`config.mk`:
```
export PLATFORM = sky130hd
export DESIGN_NAME = drt_enumerator
export DESIGN_NICKNAME = d
export VERILOG_FILES = /design/src/rtl/drt_pkg.sv /design/src/rtl/drt_wb_read_port.sv /design/src/rtl/drt_enumerator.sv
export SDC_FILE = /design/constraint.sdc
export NUM_CORES = 1
export LEC_CHECK = 0
export CAP_MARGIN = 15
export CORE_MARGIN = 2
export CORE_UTILIZATION = 50
export DETAILED_ROUTE_END_ITERATION = 12
export HOLD_SLACK_MARGIN = 0.12
export PLACE_DENSITY = 0.86
export SLEW_MARGIN = 30
export SYNTH_ARGS = -nofsm -noshare
export SYNTH_HDL_FRONTEND = slang
export SYNTH_SLANG_ARGS = --single-unit
```
`constraint.sdc`:
```
create_clock -name clk -period 4.6 [get_ports clk]
set_input_delay 0.69 -clock clk [delete_from_list [all_inputs] [get_ports clk]]
set_output_delay 0.69 -clock clk [all_outputs]
set_load 0.01 [all_outputs]
```
`src/rtl/drt_pkg.sv`:
```
// Shared DRT layout constants, scan/read-port state encodings and entry address helper.
// No logic of its own; no latency or backpressure.
package drt_pkg;

    localparam logic [31:0] DRT_SIZE_OF_HEADER = 32'd4;
    localparam logic [31:0] DRT_SIZE_OF_DEV    = 32'd4;
    localparam logic [31:0] DRT_NUM_DEV_OFF    = 32'd1;
    localparam logic [31:0] DEV_ID_OFF         = 32'd0;
    localparam logic [31:0] DEV_INFO_OFF       = 32'd1;
    localparam logic [31:0] DEV_MEM_OFF_OFF    = 32'd2;
    localparam logic [31:0] DEV_SIZE_OFF       = 32'd3;

    typedef enum logic [2:0] {
        ST_IDLE,
        ST_RD_NUM,
        ST_RD_ID,
        ST_RD_INFO,
        ST_RD_OFF,
        ST_RD_SIZE,
        ST_FINISH
    } drt_state_t;

    typedef enum logic [1:0] {
        RP_IDLE,
        RP_BUSY,
        RP_RELEASE
    } rp_state_t;

    // Word address of one word of device entry idx; wraps modulo 2^32.
    function automatic logic [31:0] dev_word_adr(input logic [31:0] base,
                                                 input logic [7:0]  idx,
                                                 input logic [31:0] off);
        return base + DRT_SIZE_OF_HEADER + DRT_SIZE_OF_DEV * {24'd0, idx} + off;
    endfunction

endpackage

```
`src/rtl/drt_wb_read_port.sv`:
```
// Single wishbone read with ack timeout; stb rises the cycle after req, rdy/data are valid in the ack cycle.
// Holds cyc/stb until ack or TIMEOUT_CYCLES; waits for ack to fall before accepting the next req.
module drt_wb_read_port
    import drt_pkg::*;
#(
    parameter int unsigned TIMEOUT_CYCLES = 256
) (
    input  logic        clk,
    input  logic        rst,
    input  logic        req,
    input  logic [31:0] adr,
    output logic        rdy,
    output logic [31:0] data,
    output logic        timeout,
    output logic        wbm_cyc_o,
    output logic        wbm_stb_o,
    output logic [31:0] wbm_adr_o,
    input  logic [31:0] wbm_dat_i,
    input  logic        wbm_ack_i
);

    localparam int unsigned CNT_W = $clog2(TIMEOUT_CYCLES + 1);
    localparam logic [CNT_W-1:0] CNT_LAST = CNT_W'(TIMEOUT_CYCLES - 1);

    rp_state_t        state;
    rp_state_t        state_nxt;
    logic [CNT_W-1:0] cnt;

    always_ff @(posedge clk or negedge rst) begin
        if (!rst) begin
            state <= RP_IDLE;
        end else begin
            state <= state_nxt;
        end
    end

    always_comb begin
        state_nxt = state;
        rdy       = 1'b0;
        timeout   = 1'b0;
        case (state)
            RP_IDLE: begin
                if (req && !wbm_ack_i) begin
                    state_nxt = RP_BUSY;
                end
            end
            RP_BUSY: begin
                if (wbm_ack_i) begin
                    rdy       = 1'b1;
                    state_nxt = RP_RELEASE;
                end else if (cnt == CNT_LAST) begin
                    timeout   = 1'b1;
                    state_nxt = RP_IDLE;
                end
            end
            RP_RELEASE: begin
                // The slave holds ack until it sees stb low.
                if (!wbm_ack_i) begin
                    state_nxt = RP_IDLE;
                end
            end
            default: state_nxt = RP_IDLE;
        endcase
    end

    always_ff @(posedge clk or negedge rst) begin
        if (!rst) begin
            cnt       <= '0;
            wbm_adr_o <= '0;
        end else if (state == RP_IDLE) begin
            cnt <= '0;
            if (req && !wbm_ack_i) begin
                wbm_adr_o <= adr;
            end
        end else if (state == RP_BUSY) begin
            cnt <= cnt + 1'b1;
        end
    end

    assign wbm_cyc_o = (state == RP_BUSY);
    assign wbm_stb_o = (state == RP_BUSY);
    assign data      = wbm_dat_i;

endmodule

```
`src/rtl/drt_enumerator.sv`:
```
// Walks the Device ROM Table for the first entry whose ID matches find_id; ~5 cycles per bus read.
// start is taken only in IDLE; bus stalls are absorbed by the read port up to its ack timeout.
module drt_enumerator
    import drt_pkg::*;
#(
    parameter logic [31:0] DRT_BASE_ADR   = 32'h0000_0000,
    parameter int unsigned MAX_DEVICES    = 16,
    parameter int unsigned TIMEOUT_CYCLES = 256
) (
    input  logic        clk,
    input  logic        rst,
    input  logic        start,
    input  logic [15:0] find_id,
    output logic        busy,
    output logic        done,
    output logic        found,
    output logic        timeout_err,
    output logic [31:0] num_devices,
    output logic [7:0]  dev_index,
    output logic [31:0] dev_info,
    output logic [31:0] dev_mem_off,
    output logic [31:0] dev_mem_size,
    output logic        wbm_cyc_o,
    output logic        wbm_stb_o,
    output logic        wbm_we_o,
    output logic [3:0]  wbm_sel_o,
    output logic [31:0] wbm_adr_o,
    output logic [31:0] wbm_dat_o,
    input  logic [31:0] wbm_dat_i,
    input  logic        wbm_ack_i
);

    drt_state_t  state;
    drt_state_t  state_nxt;
    logic [7:0]  idx;
    logic [7:0]  n_dev;
    logic [7:0]  idx_inc;
    logic [7:0]  n_clamp;
    logic        id_match;
    logic        rd_req;
    logic        rd_rdy;
    logic        rd_timeout;
    logic [31:0] rd_adr;
    logic [31:0] rd_data;

    drt_wb_read_port #(
        .TIMEOUT_CYCLES (TIMEOUT_CYCLES)
    ) u_rd_port (
        .clk       (clk),
        .rst       (rst),
        .req       (rd_req),
        .adr       (rd_adr),
        .rdy       (rd_rdy),
        .data      (rd_data),
        .timeout   (rd_timeout),
        .wbm_cyc_o (wbm_cyc_o),
        .wbm_stb_o (wbm_stb_o),
        .wbm_adr_o (wbm_adr_o),
        .wbm_dat_i (wbm_dat_i),
        .wbm_ack_i (wbm_ack_i)
    );

    assign wbm_we_o  = 1'b0;
    assign wbm_sel_o = 4'hF;
    assign wbm_dat_o = 32'd0;

    assign id_match = (rd_data[15:0] == find_id);
    assign idx_inc  = idx + 8'd1;
    // Clamp on the full 32-bit count so e.g. 0x103 does not alias to 3.
    assign n_clamp  = (rd_data > 32'(MAX_DEVICES)) ? 8'(MAX_DEVICES) : rd_data[7:0];

    assign rd_req = (state inside {ST_RD_NUM, ST_RD_ID, ST_RD_INFO, ST_RD_OFF, ST_RD_SIZE});
    assign busy   = rd_req;
    assign done   = (state == ST_FINISH);

    always_comb begin
        rd_adr = DRT_BASE_ADR + DRT_NUM_DEV_OFF;
        case (state)
            ST_RD_ID:   rd_adr = dev_word_adr(DRT_BASE_ADR, idx, DEV_ID_OFF);
            ST_RD_INFO: rd_adr = dev_word_adr(DRT_BASE_ADR, idx, DEV_INFO_OFF);
            ST_RD_OFF:  rd_adr = dev_word_adr(DRT_BASE_ADR, idx, DEV_MEM_OFF_OFF);
            ST_RD_SIZE: rd_adr = dev_word_adr(DRT_BASE_ADR, idx, DEV_SIZE_OFF);
            default:    rd_adr = DRT_BASE_ADR + DRT_NUM_DEV_OFF;
        endcase
    end

    always_ff @(posedge clk or negedge rst) begin
        if (!rst) begin
            state <= ST_IDLE;
        end else begin
            state <= state_nxt;
        end
    end

    always_comb begin
        state_nxt = state;
        if (rd_timeout) begin
            state_nxt = ST_FINISH;
        end else begin
            case (state)
                ST_IDLE:    if (start) state_nxt = ST_RD_NUM;
                ST_RD_NUM:  if (rd_rdy) state_nxt = (n_clamp == 8'd0) ? ST_FINISH : ST_RD_ID;
                ST_RD_ID: begin
                    if (rd_rdy) begin
                        if (id_match) begin
                            state_nxt = ST_RD_INFO;
                        end else if (idx_inc == n_dev) begin
                            state_nxt = ST_FINISH;
                        end
                    end
                end
                ST_RD_INFO: if (rd_rdy) state_nxt = ST_RD_OFF;
                ST_RD_OFF:  if (rd_rdy) state_nxt = ST_RD_SIZE;
                ST_RD_SIZE: if (rd_rdy) state_nxt = ST_FINISH;
                ST_FINISH:  state_nxt = ST_IDLE;
                default:    state_nxt = ST_IDLE;
            endcase
        end
    end

    always_ff @(posedge clk or negedge rst) begin
        if (!rst) begin
            found        <= 1'b0;
            timeout_err  <= 1'b0;
            num_devices  <= '0;
            dev_index    <= '0;
            dev_info     <= '0;
            dev_mem_off  <= '0;
            dev_mem_size <= '0;
            idx          <= '0;
            n_dev        <= '0;
        end else begin
            case (state)
                ST_IDLE: begin
                    if (start) begin
                        found        <= 1'b0;
                        timeout_err  <= 1'b0;
                        num_devices  <= '0;
                        dev_index    <= '0;
                        dev_info     <= '0;
                        dev_mem_off  <= '0;
                        dev_mem_size <= '0;
                        idx          <= '0;
                        n_dev        <= '0;
                    end
                end
                ST_RD_NUM: begin
                    if (rd_rdy) begin
                        num_devices <= rd_data;
                        n_dev       <= n_clamp;
                        idx         <= '0;
                    end
                end
                ST_RD_ID: begin
                    if (rd_rdy) begin
                        if (id_match) begin
                            dev_index <= idx;
                        end else begin
                            idx <= idx_inc;
                        end
                    end
                end
                ST_RD_INFO: if (rd_rdy) dev_info <= rd_data;
                ST_RD_OFF:  if (rd_rdy) dev_mem_off <= rd_data;
                ST_RD_SIZE: begin
                    if (rd_rdy) begin
                        dev_mem_size <= rd_data;
                        found        <= 1'b1;
                    end
                end
                default: ;
            endcase
            if (rd_timeout) begin
                timeout_err <= 1'b1;
                found       <= 1'b0;
            end
        end
    end

endmodule

```
Word level (Yosys, flattened, before mapping)
Index checks and enable logic that the tools add are counted.
Storage, ports and cells
  word-level logic and storage cells: 123
  bits of input ports: 52
  bits in registers: 200
  output and inout bits: 211
Cells by class
  eq/ne operators: 29
  reductions and logical operators: 27
  $lt $le $gt $ge: 1
  mux-type cells: 47
  add/subtract/negate cells: 6
Operators with widths (number)
  32-bit one-hot mux with 2 select lines: 4
  32-bit one-hot mux with 4 select lines: 1
  32-bit 2-to-1 mux: 2
  8-bit 2-to-1 mux: 8
  32-bit by 1-bit adder with 32-bit output (second input constant): 1
  32-bit by 2-bit adder with 32-bit output (second input constant): 1
  32-bit by 5-bit > comparator with 1-bit output (second input constant): 1
  8-bit one-hot mux with 2 select lines: 2
  3-bit 2-to-1 mux: 10
  8-bit one-hot mux with 3 select lines: 1
  2-bit inequality test (second input constant): 10
  9-bit 2-to-1 mux: 2
  3-bit inequality test (second input constant): 6
  3-bit one-hot mux with 6 select lines: 1
  3-bit AND reduction: 6
  16-bit == test: 1
  2-bit nonzero test: 8
  11-bit by 2-bit adder with 12-bit output (second input constant): 1
  3-bit by 10-bit adder with 11-bit output (first input constant): 1
  1-bit 2-to-1 mux: 10
  9-bit by 1-bit adder with 9-bit output (second input constant): 1
  3-bit == test (second input constant): 3
  9-bit by 8-bit == test with 1-bit output (second input constant): 1
  8-bit by 1-bit adder with 8-bit output (second input constant): 1
  other kinds (21): 27

Depth between registers and ports, before layout
  word-level depth: 7
  depth in mapped cells: 9
  gate-level depth less buffers: 8

Modules after synthesis
Synthesis repeated with hierarchy kept, for this count alone.
Second synthesis, totals
  cell total of the unflattened synthesis: 904
  area, all modules: 9334.0 um^2
Modules (own cells, without submodules)
  drt_enumerator: instances 1, seq. area each 3928.8 um^2, cells each 740, area an instance 7161.9 um^2
  drt_wb_read_port: instances 1, seq. area each 1076.0 um^2, cells each 164, area an instance 2172.1 um^2

Worst setup path after synthesis
No wires, ideal clock.
  path kind: input -> register
  from: input port wbm_dat_i[2]
  to: register idx[3]
  path buffers: 2
  arrival: 2218 ps
  data required time: 4472 ps
  library setup time: 128 ps
  stages: 7
  slack: 2255 ps
  cells stage by stage: clkbuf_1 -> xor2_1 -> nor4_1 -> nand4_1 -> o211a_1 -> clkbuf_1 -> mux2_1
On the way
  word-level cells in the longest chain between the ends: 3
RTL lines
  start: declaration: line drt_enumerator.sv:29  | input logic [31:0] wbm_dat_i,
  16-bit == test: line drt_enumerator.sv:67  | assign id_match = (rd_data[15:0] == find_id);
  2-bit inequality test (no source line)
  5-bit AND reduction (no source line)
  end signal: assignment: line drt_enumerator.sv:159  | idx <= idx_inc;
  end: declaration: line drt_enumerator.sv:35  | logic [7:0] idx;
Every way passes these cells.
A chain may end at the register's enable or synchronous reset.

Final worst setup path
  from: input port wbm_dat_i[11]
  to: register idx[5]
The elaborated chain is that of the path after synthesis.

==> results.ini <==
[timing]
slew_viol_final = 0
setup_viol = 0
rsz0062_at_grt = no
period_minus_slack_ns = 3.06
slew_headroom_pct = 36.3
fmax_mhz = 327
tightest_slew_ns = 0.953
fin_skew_ns = 0.00919
hold_violations = 0
fin_tns_setup_ns = 0
fin_crit_sh_pct = 66.4

[clock_network]
htreeDepth = 4
cts_buffers = 17
ctsHoldBuffers = 0
clockBufferDepth = 2
clk_latency_ns = 0.43
cts-resized-gates = 0
clk_pin_slew_worst_paths_ns = 0.06
cts_tree = yes
root_buffer = clkbuf_16
clkSinkCount = 179
cts_setup_buffers = 0

[routing]
first_pass_iters = 7
wirelength_um = 23200
drc = 0
drt_iter0_markers = 614
vias = 6810
post_drt_wl_per_cell_um = 18.6
vias_per_cell = 5.46
antenna_left = 0

[yosys]
synth_cells = 842
synth_edf_count = 0
postSynth.asyncResetShare_pct = 100
ys_seq_area_share_pct = 54.8
synth_top_flop_cell = dfrtp_1
yosys_warnings = 0
synthesis.area_um2 = 8170
ys_ff_latch = 179
syn_avg_cell_area_um2 = 9.70
synth.distinct_cells = 50

[pwr]
switching_power_mw = 1.46
max-vdd-ir-drop_v = 0.000320
seq_power_share_pct = 41.9
switching_share_pct = 33.6
p_int_mw = 2.89
power.density_nw_per_um2 = 404
p_comb_share_pct = 25.6
clkPwrFrac_pct = 32.5
p_leak_nw = 4.85

[floorplan]
die_h_um = 132
ios = 263
rows = 46
die_w_um = 132
start_util_pct = 51.2
coreArea_um2 = 15900
die_area_um2 = 17400

[cells_and_area]
area_growth_syn_to_layout_pct = 32.1
drive_above_1_share_pct = 6.01
antenna_cells = 0
utilization_pct = 67.7
stdcell_count = 1248
layout.nets = 1074

[global_route]
grt.total_usage_pct = 27.0
met1_usage_pct = 36.4
use_met3_pct = 7.42
grt_pass1_vias = 6539
grt-ovfl-total = 0
grt_busiest_layer = met2
grt_pass1_wl_um = 36800
antenna_found_initial = 0
grt_max_degree = 119
grt_use_met2_pct = 41.5

[worst_setup_path]
slowest_stage = clkdlybuf4s50_1
r2r_start = state[1]$_DFFE_PN0P_
worst-path-max-fanout = 11
critPathLaunchType = input pin
crit_path_end_kind = register
crit_type = in -> reg
cp.required_ns = 4.91
crit_arrival_ns = 3.36
rrSetupSlack_ns = 1.79
reg2reg_to = dev_info[26]$_DFFE_PN0P_
max_stage_delay_ns = 0.59
critical_path.cell_chain = clkdlybuf4s50_1 > xor2_1 > nor4_1 > nand4_1 > o211a_1 > and2_1 > a22o_1
reg2regPathDepth = 8

[flow_run]
maxCapViolCount = 0

[placement]
port_buffers = 204
hpwl_um = 15800
post-place-cells = 1214
gp_congestion = 0.900

[min_path]
min_path_type = in -> async

[run_status]
run_status = finished, final reports clean

[per-stage QoR]
step                      hold WS [ns]  setup WS [ns]  instance area, um^2  total power [mW]
after floorplan                  0.394           2.25                 8380              2.53
after global placement           0.451           1.34                10100              2.90
after detailed placement         0.456           1.23                10200              2.94
after CTS                        0.374           1.64                10700              4.35
after global routing             0.145           1.45                10800              4.54
final                            0.139           1.54                10800              4.36
[critical path, delay by kind of cell]
family / cells / cell delay (ns)
buf+inv: 1 / 0.59
compound gates: 2 / 0.73
simple gates: 3 / 1.11
xor+xnor: 1 / 0.24
[how the worst max path moves through the flow]
stage / cells after the start / startpoint / slack [ns] / end
final: 7 / wbm_dat_i[11] / 1.54 / idx[5]$_DFFE_PN0P_
after floorplan: 7 / wbm_dat_i[2] / 2.25 / idx[3]$_DFFE_PN0P_
after CTS: 7 / wbm_dat_i[11] / 1.64 / idx[5]$_DFFE_PN0P_
after global routing: 7 / wbm_dat_i[8] / 1.45 / idx[5]$_DFFE_PN0P_
after global placement: 7 / wbm_dat_i[8] / 1.34 / idx[6]$_DFFE_PN0P_
after detailed placement: 7 / wbm_dat_i[11] / 1.23 / idx[5]$_DFFE_PN0P_
[cell families (layout without fill, tap and decap cells)]
kind of cell               after synthesis  after routing  share of synthesized area (%)
buffers and inverters                  121            255                           8.62
and+or+nand+nor                        335            335                           17.8
AOI/OAI and AO/OA                      165            165                           13.7
xor gates and xnor gates                30             30                           3.49
DFF                                    179            179                           54.8
adders and majority gates                3              3                          0.460
other                                    2             58                         0.0919
muxes                                    7              7                          0.980
[layout make-up]
cell class,count,area (um^2)
Sequential cell,179,4480
Clock buffer,21,470
Fill cell,1261,5150
Multi-Input combinational cell,598,3260
Timing Repair Buffer,214,2170
Clock inverter,11,103
Inverter,9,38.8
Tap cell,216,270
[registers in the layout (all words and copies together) (netlist names), 9 cells and up]
signal / cells
dev_mem_off: 32
dev_info: 32
num_devices: 32
u_rd_port.cnt: 9
u_rd_port.wbm_adr_o: 11
dev_mem_size: 32
[Yosys cell counts (2+ instances only)]
| master | number | area [um^2] |
|---|---|---|
| dfrtp_1 | 179 | 4480 |
| conb_1 | 2 | 7.51 |
| and2_1 | 7 | 43.8 |
| mux2i_1 | 2 | 20.0 |
| a21oi_1 | 7 | 35.0 |
| nor4_1 | 11 | 68.8 |
| nand2b_1 | 3 | 18.8 |
| nand2_1 | 224 | 841 |
| o31ai_1 | 2 | 15.0 |
| nor2_1 | 21 | 78.8 |
| a22o_1 | 58 | 508 |
| and3_1 | 2 | 12.5 |
| nor2b_1 | 3 | 18.8 |
| buf_6 | 2 | 22.5 |
| xnor2_1 | 8 | 70.1 |
| buf_1 | 2 | 7.51 |
| xor2_1 | 20 | 175 |
| inv_1 | 8 | 30.0 |
| nor3_1 | 7 | 35.0 |
| nand4_1 | 3 | 18.8 |
| o211a_1 | 2 | 20.0 |
| o21ai_0 | 82 | 410 |
| buf_4 | 59 | 443 |
| nand3_1 | 46 | 230 |
| a32o_1 | 3 | 30.0 |
| buf_2 | 7 | 35.0 |
| ha_1 | 3 | 37.5 |
| a21o_1 | 4 | 30.0 |
| clkbuf_1 | 42 | 158 |
| mux2_2 | 3 | 33.8 |
[layer usage]
metal | wire [um] | up-vias
li1 | - | 3082
met2 | 11000 | 395
met5 | 0 | -
met3 | 2190 | 60
met4 | 687 | 0
met1 | 9250 | 3273
[power by group through the flow]
| stage | Sequential (mW) | Combinational [mW] | Clock (mW) |
|---|---|---|---|
| after global placement | 1.85 | 1.05 | 0 |
| final | 1.83 | 1.12 | 1.41 |
| after global routing | 1.84 | 1.21 | 1.49 |
| after floorplan | 1.80 | 0.731 | 0 |
| after CTS | 1.82 | 1.10 | 1.42 |
| after detailed placement | 1.85 | 1.09 | 0 |
[cell usage in the layout (no fill, tap or decap), types with 7 or more instances in the layout]
| cell | netlist | routed |
|---|---|---|
| a22o_1 | 58 | 58 |
| o21ai_0 | 82 | 82 |
| and2_1 | 7 | 7 |
| conb_1 | 2 | 58 |
| nand2_1 | 224 | 224 |
| dfrtp_1 | 179 | 179 |
| buf_4 | 59 | 7 |
| nand3_1 | 46 | 46 |
| nor3_1 | 7 | 7 |
| inv_1 | 8 | 8 |
| xor2_1 | 20 | 20 |
| clkdlybuf4s50_1 | 0 | 203 |
| nor2_1 | 21 | 18 |
| xnor2_1 | 8 | 8 |
| nor4_1 | 11 | 11 |
| clkbuf_16 | 0 | 17 |
Note: power is estimated with default switching activity, not from simulation.
